[config.mk]
export PLATFORM = sky130hd
export DESIGN_NAME = adder_pipe
export DESIGN_NICKNAME = d
export VERILOG_FILES = /design/src/rtl/adder_pipe_pkg.sv /design/src/rtl/adder_pipe_stage.sv /design/src/rtl/adder_pipe.sv
export SDC_FILE = /design/constraint.sdc
export NUM_CORES = 1
export LEC_CHECK = 0
export ABC_CLOCK_PERIOD_IN_PS = 4600
export CAP_MARGIN = 20
export CORE_MARGIN = 2
export CORE_UTILIZATION = 50
export DETAILED_ROUTE_END_ITERATION = 8
export PLACE_DENSITY = 0.74
export SLEW_MARGIN = 20
export SYNTH_ARGS = -nofsm -noshare
export SYNTH_HDL_FRONTEND = slang
export SYNTH_SLANG_ARGS = --single-unit
export TNS_END_PERCENT = 1
[constraint.sdc]
create_clock -name clk -period 4.6 [get_ports clk]
set_input_delay 0.69 -clock clk [delete_from_list [all_inputs] [get_ports clk]]
set_output_delay 0.69 -clock clk [all_outputs]
set_load 0.02 [all_outputs]
[src/rtl/adder_pipe_pkg.sv]
// Shared definitions for the pipelined adder/subtractor: operation encodings
// and the chunk-width helper used to split the carry chain.
package adder_pipe_pkg;

  localparam logic OP_ADD = 1'b0;
  localparam logic OP_SUB = 1'b1;

  function automatic int chunk_width(input int width, input int stages);
    return width / stages;
  endfunction

endpackage

[src/rtl/adder_pipe_stage.sv]
// One pipeline slot: adds chunk IDX of the operands with the incoming carry,
// merges it into the running sum and forwards operands to the next slot.
module adder_pipe_stage
  import adder_pipe_pkg::*;
#(
  parameter int WIDTH = 32,
  parameter int C     = 8,
  parameter int IDX   = 0
) (
  input  logic             clk,
  input  logic             rst,
  input  logic             up_valid,
  input  logic [WIDTH-1:0] up_a,
  input  logic [WIDTH-1:0] up_b,
  input  logic [WIDTH-1:0] up_sum,
  input  logic             up_carry,
  input  logic             down_adv,
  output logic             load,
  output logic             valid,
  output logic [WIDTH-1:0] a_fwd,
  output logic [WIDTH-1:0] b_fwd,
  output logic [WIDTH-1:0] sum,
  output logic             carry,
  output logic             overflow,
  output logic             zero
);

  logic [C:0]       chunk_s;
  logic [WIDTH-1:0] sum_next_s;
  logic             overflow_next_s;
  logic             zero_next_s;
  logic             load_s;
  logic             valid_r;
  logic [WIDTH-1:0] a_r;
  logic [WIDTH-1:0] b_r;
  logic [WIDTH-1:0] sum_r;
  logic             carry_r;
  logic             overflow_r;
  logic             zero_r;

  // chunk adder and flag precompute; flags are only meaningful in the last slot
  always_comb begin
    chunk_s    = {1'b0, up_a[IDX*C +: C]} + {1'b0, up_b[IDX*C +: C]} + {{C{1'b0}}, up_carry};
    sum_next_s = up_sum;
    sum_next_s[IDX*C +: C] = chunk_s[C-1:0];
    overflow_next_s = (up_a[WIDTH-1] == up_b[WIDTH-1]) && (sum_next_s[WIDTH-1] != up_a[WIDTH-1]);
    zero_next_s     = ~|sum_next_s;
  end

  // slot takes new data when empty or when its content moves downstream
  always_comb begin
    load_s = !valid_r || down_adv;
  end

  // slot registers; data only captured for real beats so bubbles cost no toggling
  always_ff @(posedge clk) begin
    if (rst) begin
      valid_r    <= 1'b0;
      a_r        <= {WIDTH{1'b0}};
      b_r        <= {WIDTH{1'b0}};
      sum_r      <= {WIDTH{1'b0}};
      carry_r    <= 1'b0;
      overflow_r <= 1'b0;
      zero_r     <= 1'b0;
    end else if (load_s) begin
      valid_r <= up_valid;
      if (up_valid) begin
        a_r        <= up_a;
        b_r        <= up_b;
        sum_r      <= sum_next_s;
        carry_r    <= chunk_s[C];
        overflow_r <= overflow_next_s;
        zero_r     <= zero_next_s;
      end
    end
  end

  assign load     = load_s;
  assign valid    = valid_r;
  assign a_fwd    = a_r;
  assign b_fwd    = b_r;
  assign sum      = sum_r;
  assign carry    = carry_r;
  assign overflow = overflow_r;
  assign zero     = zero_r;

endmodule

[src/rtl/adder_pipe.sv]
// Pipelined two's-complement adder/subtractor with elastic valid/ready
// handshake; STAGES chunk slots, latency STAGES, one beat per cycle.
module adder_pipe
  import adder_pipe_pkg::*;
#(
  parameter int WIDTH  = 32,
  parameter int STAGES = 4
) (
  input  logic             clk,
  input  logic             rst,
  input  logic             in_valid,
  output logic             in_ready,
  input  logic [WIDTH-1:0] a,
  input  logic [WIDTH-1:0] b,
  input  logic             sub,
  output logic             out_valid,
  input  logic             out_ready,
  output logic [WIDTH-1:0] sum,
  output logic             carry_out,
  output logic             overflow,
  output logic             zero
);

  localparam int C = chunk_width(WIDTH, STAGES);

  logic             valid_s    [0:STAGES];
  logic             adv_s      [0:STAGES];
  logic [WIDTH-1:0] a_s        [0:STAGES];
  logic [WIDTH-1:0] b_s        [0:STAGES];
  logic [WIDTH-1:0] sum_s      [0:STAGES];
  logic             carry_s    [0:STAGES];
  logic             overflow_s [1:STAGES];
  logic             zero_s     [1:STAGES];
  logic [WIDTH-1:0] b_eff_s;

  // subtraction is A + ~B + 1, the +1 entering as the stage-0 carry
  always_comb begin
    if (sub == OP_SUB) begin
      b_eff_s = ~b;
    end else begin
      b_eff_s = b;
    end
  end

  assign valid_s[0]     = in_valid;
  assign a_s[0]         = a;
  assign b_s[0]         = b_eff_s;
  assign sum_s[0]       = {WIDTH{1'b0}};
  assign carry_s[0]     = sub;
  assign adv_s[STAGES]  = out_ready;

  for (genvar i = 0; i < STAGES; i++) begin : g_stage
    adder_pipe_stage #(
      .WIDTH (WIDTH),
      .C     (C),
      .IDX   (i)
    ) u_stage (
      .clk      (clk),
      .rst      (rst),
      .up_valid (valid_s[i]),
      .up_a     (a_s[i]),
      .up_b     (b_s[i]),
      .up_sum   (sum_s[i]),
      .up_carry (carry_s[i]),
      .down_adv (adv_s[i+1]),
      .load     (adv_s[i]),
      .valid    (valid_s[i+1]),
      .a_fwd    (a_s[i+1]),
      .b_fwd    (b_s[i+1]),
      .sum      (sum_s[i+1]),
      .carry    (carry_s[i+1]),
      .overflow (overflow_s[i+1]),
      .zero     (zero_s[i+1])
    );
  end

  assign in_ready  = adv_s[0];
  assign out_valid = valid_s[STAGES];
  assign sum       = sum_s[STAGES];
  assign carry_out = carry_s[STAGES];
  assign overflow  = overflow_s[STAGES];
  assign zero      = zero_s[STAGES];

endmodule

Word-level counts from Yosys, hierarchy flattened
Index checks and enable logic that the tools add are counted.
{"block": "totals", "out_inout_bits": 37, "wordCells": 47, "latchBits": 0, "ff_bits": 282, "mem_count": 0, "mem_bits_rw": 0, "mem_bits_ro": 0, "in_bits": 69}
{"block": "op_classes", "shift": 0, "mul": 0, "order_cmp": 0, "addsub": 8, "n_mux": 1, "eq_ne": 2, "div": 0, "n_reduce_logical": 15, "n_bitwise": 1}
{"operator": "adder 8 x 8 -> 9 bit", "n": 4}
{"operator": "adder 9 x 1 -> 9 bit", "n": 4}
{"operator": "2-to-1 mux 32 bit", "n": 1}
{"operator": "inverter 32 bit", "n": 1}
{"operator": "OR reduction 32 bit", "n": 1}
{"operator": "AND reduction 2 bit", "n": 4}
{"operator": "logical NOT 1 bit", "n": 5}
{"operator": "logical OR 1 bit", "n": 4}
{"operator": "equality test 1 bit", "n": 1}
{"operator": "logical AND 1 bit", "n": 1}
{"operator": "inequality test 1 bit", "n": 1}

Logic depth before layout (Yosys ltp)
{"block": "logic_depth", "depth_word": 6, "depth_mapped": 10, "mapped_depth_nobuf": 10}

Cells and area by module
A second synthesis with hierarchy kept.
{"block": "hier_totals", "cells_unflattened": 1964, "area_unflattened_um2": 15598.7}
{"mod": "adder_pipe_stage (g_stage[0].u_stage ...)", "instances": 3, "cells_per_inst": 479, "seq_area_each_um2": 2001.9, "area_each_um2": 3794.9}
{"mod": "adder_pipe_stage (g_stage[3].u_stage)", "instances": 1, "cells_per_inst": 490, "seq_area_each_um2": 2001.9, "area_each_um2": 3858.7}
{"mod": "adder_pipe", "instances": 1, "cells_per_inst": 37, "seq_area_each_um2": 0.0, "area_each_um2": 355.3}

Least setup slack after synthesis
OpenSTA, ideal clock, no wires.
{"block": "synth_timing", "path_type": "in2reg", "from": "input sub", "to": "register g_stage[0].u_stage.carry_r", "path_stages": 10, "n_path_buf": 2, "required_ps": 4483, "t_arrival_ps": 2808, "slack_ps": 1675, "path_cell_list": "clkbuf_1 > clkbuf_1 > xor2_1 > fa_1 > a21o_1 > a21oi_1 > o21bai_1 > a21oi_1 > o21bai_1 > a22o_1"}
{"block": "synth_between", "elab_chain_cells": 3}
{"element": "start: declaration", "line": "adder_pipe.sv:15", "rtl": "input logic sub,"}
{"element": "2-to-1 mux 32 bit", "line": "adder_pipe.sv:38", "rtl": "if (sub == OP_SUB) begin"}
{"element": "adder 8 x 8 -> 9 bit", "line": "adder_pipe_stage.sv:43", "rtl": "chunk_s = {1'b0, up_a[IDX*C +: C]} + {1'b0, up_b[IDX*C +: C]} + {{C{1'b0}}, up_carry};"}
{"element": "adder 9 x 1 -> 9 bit *", "line": "adder_pipe_stage.sv:43"}
{"element": "end signal: assignment", "line": "adder_pipe_stage.sv:71", "rtl": "carry_r <= chunk_s[C];"}
{"element": "end: declaration", "line": "adder_pipe_stage.sv:37", "rtl": "logic carry_r;"}
Every way passes the cells marked *; elsewhere a longest branch is shown, timed or not.
A chain may end at the register's enable or synchronous reset.

Worst setup path in the final report
{"block": "layout_timing", "from": "input out_ready", "to": "output in_ready"}
{"block": "layout_between", "elab_chain_cells": 4}
{"element": "start: declaration", "line": "adder_pipe.sv:17", "rtl": "input logic out_ready,"}
{"element": "logical OR 1 bit (4 in series)", "line": "adder_pipe_stage.sv:52", "rtl": "load_s = !valid_r || down_adv;"}
{"element": "end: declaration", "line": "adder_pipe.sv:12", "rtl": "output logic in_ready,"}
Every way passes these cells.

==> results.cfg <==
[synthesis]
syn_area_per_cell_um2 = 8.07
yosysTopAreaCellShare = 0.470
yosysSeqAreaShare = 0.470
syn_nets = 1085
synth_cells = 981
synth-seq-cells = 186
synth_cell_types = 43
synth_largest_area_cell = dfxtp_1
synthesis.area_um2 = 7920
synth_area_leaders = dfxtp_1, nand2_1, a21oi_1
synth_warnings = 0

[clock_network]
clock_latency_ns = 0.43
cts_tree = done
cts_resized = 0
holdBufCountCts = 0
h-tree-depth = 4
clock_path_buffers = 2
clk_pin_slew_ns = 0.06
root_buffer = clkbuf_16
clock-sinks = 186
cts_buffers = 17
postCtsSetupBuffers = 0

[setup_path]
cp-end-kind = primary output
path_common_cell = clkdlybuf4s50_1
critPathSlowestCell = clkdlybuf4s50_1
worstPathArrival_ns = 2.65
crit_type = input pin to primary output
critPathMaxFanout = 8
path_cells = clkdlybuf4s50_1 -> nor2b_1 -> nand4_1 -> clkdlybuf4s50_1
required_ns = 3.91
cpLargestDelayFamily = buffers and inverters
slowest_delay_ns = 0.64
startpoint_type = input pin
path_buf_inv = 2

[timing]
maxSlewHeadroom = 0.342
hold_viol = 0
tightest_slew_ns = 0.988
period_needed_ns = 3.34
fmax_ghz = 0.300
setup-violations-final = 0
rsz0062_at_grt = false
fin_crit_sh = 0.725
finalMaxSlewViolations = 0
fin_setup_tns_ns = 0
skew_ns = 0.00753

[placed_design]
place_congestion = 0.826
postPlaceCellArea_um2 = 9080
hpwl_um = 11800
io_buffers = 105

[drt]
wl_per_cell_um = 13.3
drc_errors = 0
ant_nets = 0
first_pass_iters = 4
vias = 6516
drt_wl_total_um = 17000
drt-initial-drc-count = 445
vias_per_cell = 5.10

[layout]
syn2layout_area_growth_pct = 22.0
fill_cells = 1440
layout_commonest_cell = nand2_1
drive_gt1_frac = 0.0452
final_cell_mix = nand2_1, dfxtp_1, a21oi_1
diodes = 0
finish.utilization = 0.617
fin_area_um2 = 9660
final_nets = 1154

[grt]
grt_max_degree = 100
grt_usage = 0.208
grt_antenna_before_repair = 0
grt_pass1_wl_um = 27900
gr-total-overflow = 0
grt_pass1_vias = 5756

[floorplanning]
die_area_um2 = 16900
start_util = 0.506
core.rowCount = 46
chipHeight_um = 130
die_w_um = 130
core-area_um2 = 15700
io_pins = 106

[power]
p_per_area_nw_per_um2 = 362
power.leakage_nw = 3.51
power_mw = 3.49
peakVddDrop_mv = 0.276

[worst_hold_path]
worstHoldPathType = flip-flop to flip-flop

[run_status]
outcome = completed

[job]
cap_violations = 0
[cells in the mapped netlist]
library cell	instances
and3_1	2
a22o_1	1
a31oi_1	2
a21o_1	8
or4_4	1
xnor2_1	39
o211ai_1	6
a22oi_1	1
nand2_1	281
xor2_1	10
nor4b_1	3
nand4_1	5
nor3_1	13
dfxtp_1	186
nor2b_1	2
ha_1	28
a211oi_1	33
mux2i_1	1
nor2_1	52
nor4_1	5
a21oi_1	154
buf_2	4
fa_1	7
mux2_2	1
and2_1	4
o311ai_0	2
o21a_1	1
or3_1	1
or4b_1	1
buf_1	4
o22ai_1	3
clkinv_1	1
or4_1	3
o2111ai_1	1
o31a_1	1
nor4_2	1
o21bai_1	4
nand3_1	19
clkbuf_1	58
inv_1	20
o21ai_0	8
nand2b_1	2
o31ai_1	2
[state kept, by name (all words and copies together) (netlist names)]
name,cells
g_stage.u_stage.carry,4
g_stage.u_stage.valid,4
g_stage.u_stage.overflow,1
g_stage.u_stage.sum,80
g_stage.u_stage.a_fwd,48
g_stage.u_stage.zero,1
g_stage.u_stage.b_fwd,48
[stage by stage]
| stage | setup WS, ns | instances | hold slack [ns] |
|---|---|---|---|
| floorplan | 1.68 | 981 | 0.432 |
| global placement | 1.29 | 1247 | 0.439 |
| detailed placement | 1.30 | 1247 | 0.445 |
| CTS | 1.28 | 1278 | 0.454 |
| global route | 1.09 | 1278 | 0.461 |
| finish | 1.26 | 1278 | 0.449 |
[worst min-delay path, stage by stage, from the launching register on]
cell and delay, ns:
dfxtp_1 0.31, nand2_1 0.05, a21oi_1 0.05
[logic make-up (layout without fill, tap and decap cells)]
kind of cell    count (synthesis)  in the layout  synth area share
buf+inv                        87            168            0.0419
xor+xnor                       49             49            0.0542
compound gates                227            227             0.164
fa+ha+maj                      35             35            0.0619
mux                             2              2           0.00269
flops                         186            186             0.470
simple gates                  395            395             0.205
[power by group]
group	leakage, nW	total, mW	internal (mW)	switching (mW)
clock network	0.285	1.44	0.829	0.610
logic	1.71	0.351	0.161	0.190
registers	1.51	1.70	1.67	0.0349
total	3.51	3.49	2.66	0.835
[path summary, 6_finish.rpt]
| kind | startpoint | end | slack, ns | cells after the start |
|---|---|---|---|---|
| max | out_ready | in_ready | 1.26 | 4 |
| min reg2reg | g_stage[3].u_stage.zero | g_stage[3].u_stage.zero | 0.45 | 2 |
| min | g_stage[3].u_stage.zero | g_stage[3].u_stage.zero | 0.45 | 2 |
| max reg2reg | g_stage[2].u_stage.a_fwd[24] | g_stage[3].u_stage.zero | 1.63 | 9 |
[per-layer routing]
layer	routed length, µm	GRT usage
met5	0	0
met3	700	0.0394
met2	7560	0.316
met1	8410	0.295
met4	360	0.0765
[area by class of cell]
cell class / count / area [µm²] / area share
sequential: 186 / 3720 / 0.386
clock inverter: 10 / 116 / 0.0120
tap: 216 / 270 / 0.0280
inverter: 21 / 78.8 / 0.00816
multi-input combinational: 708 / 3880 / 0.402
clock buffer: 21 / 460 / 0.0477
timing repair buffer: 116 / 1130 / 0.117
No activity file was read; power rests on OpenSTA's default activity.
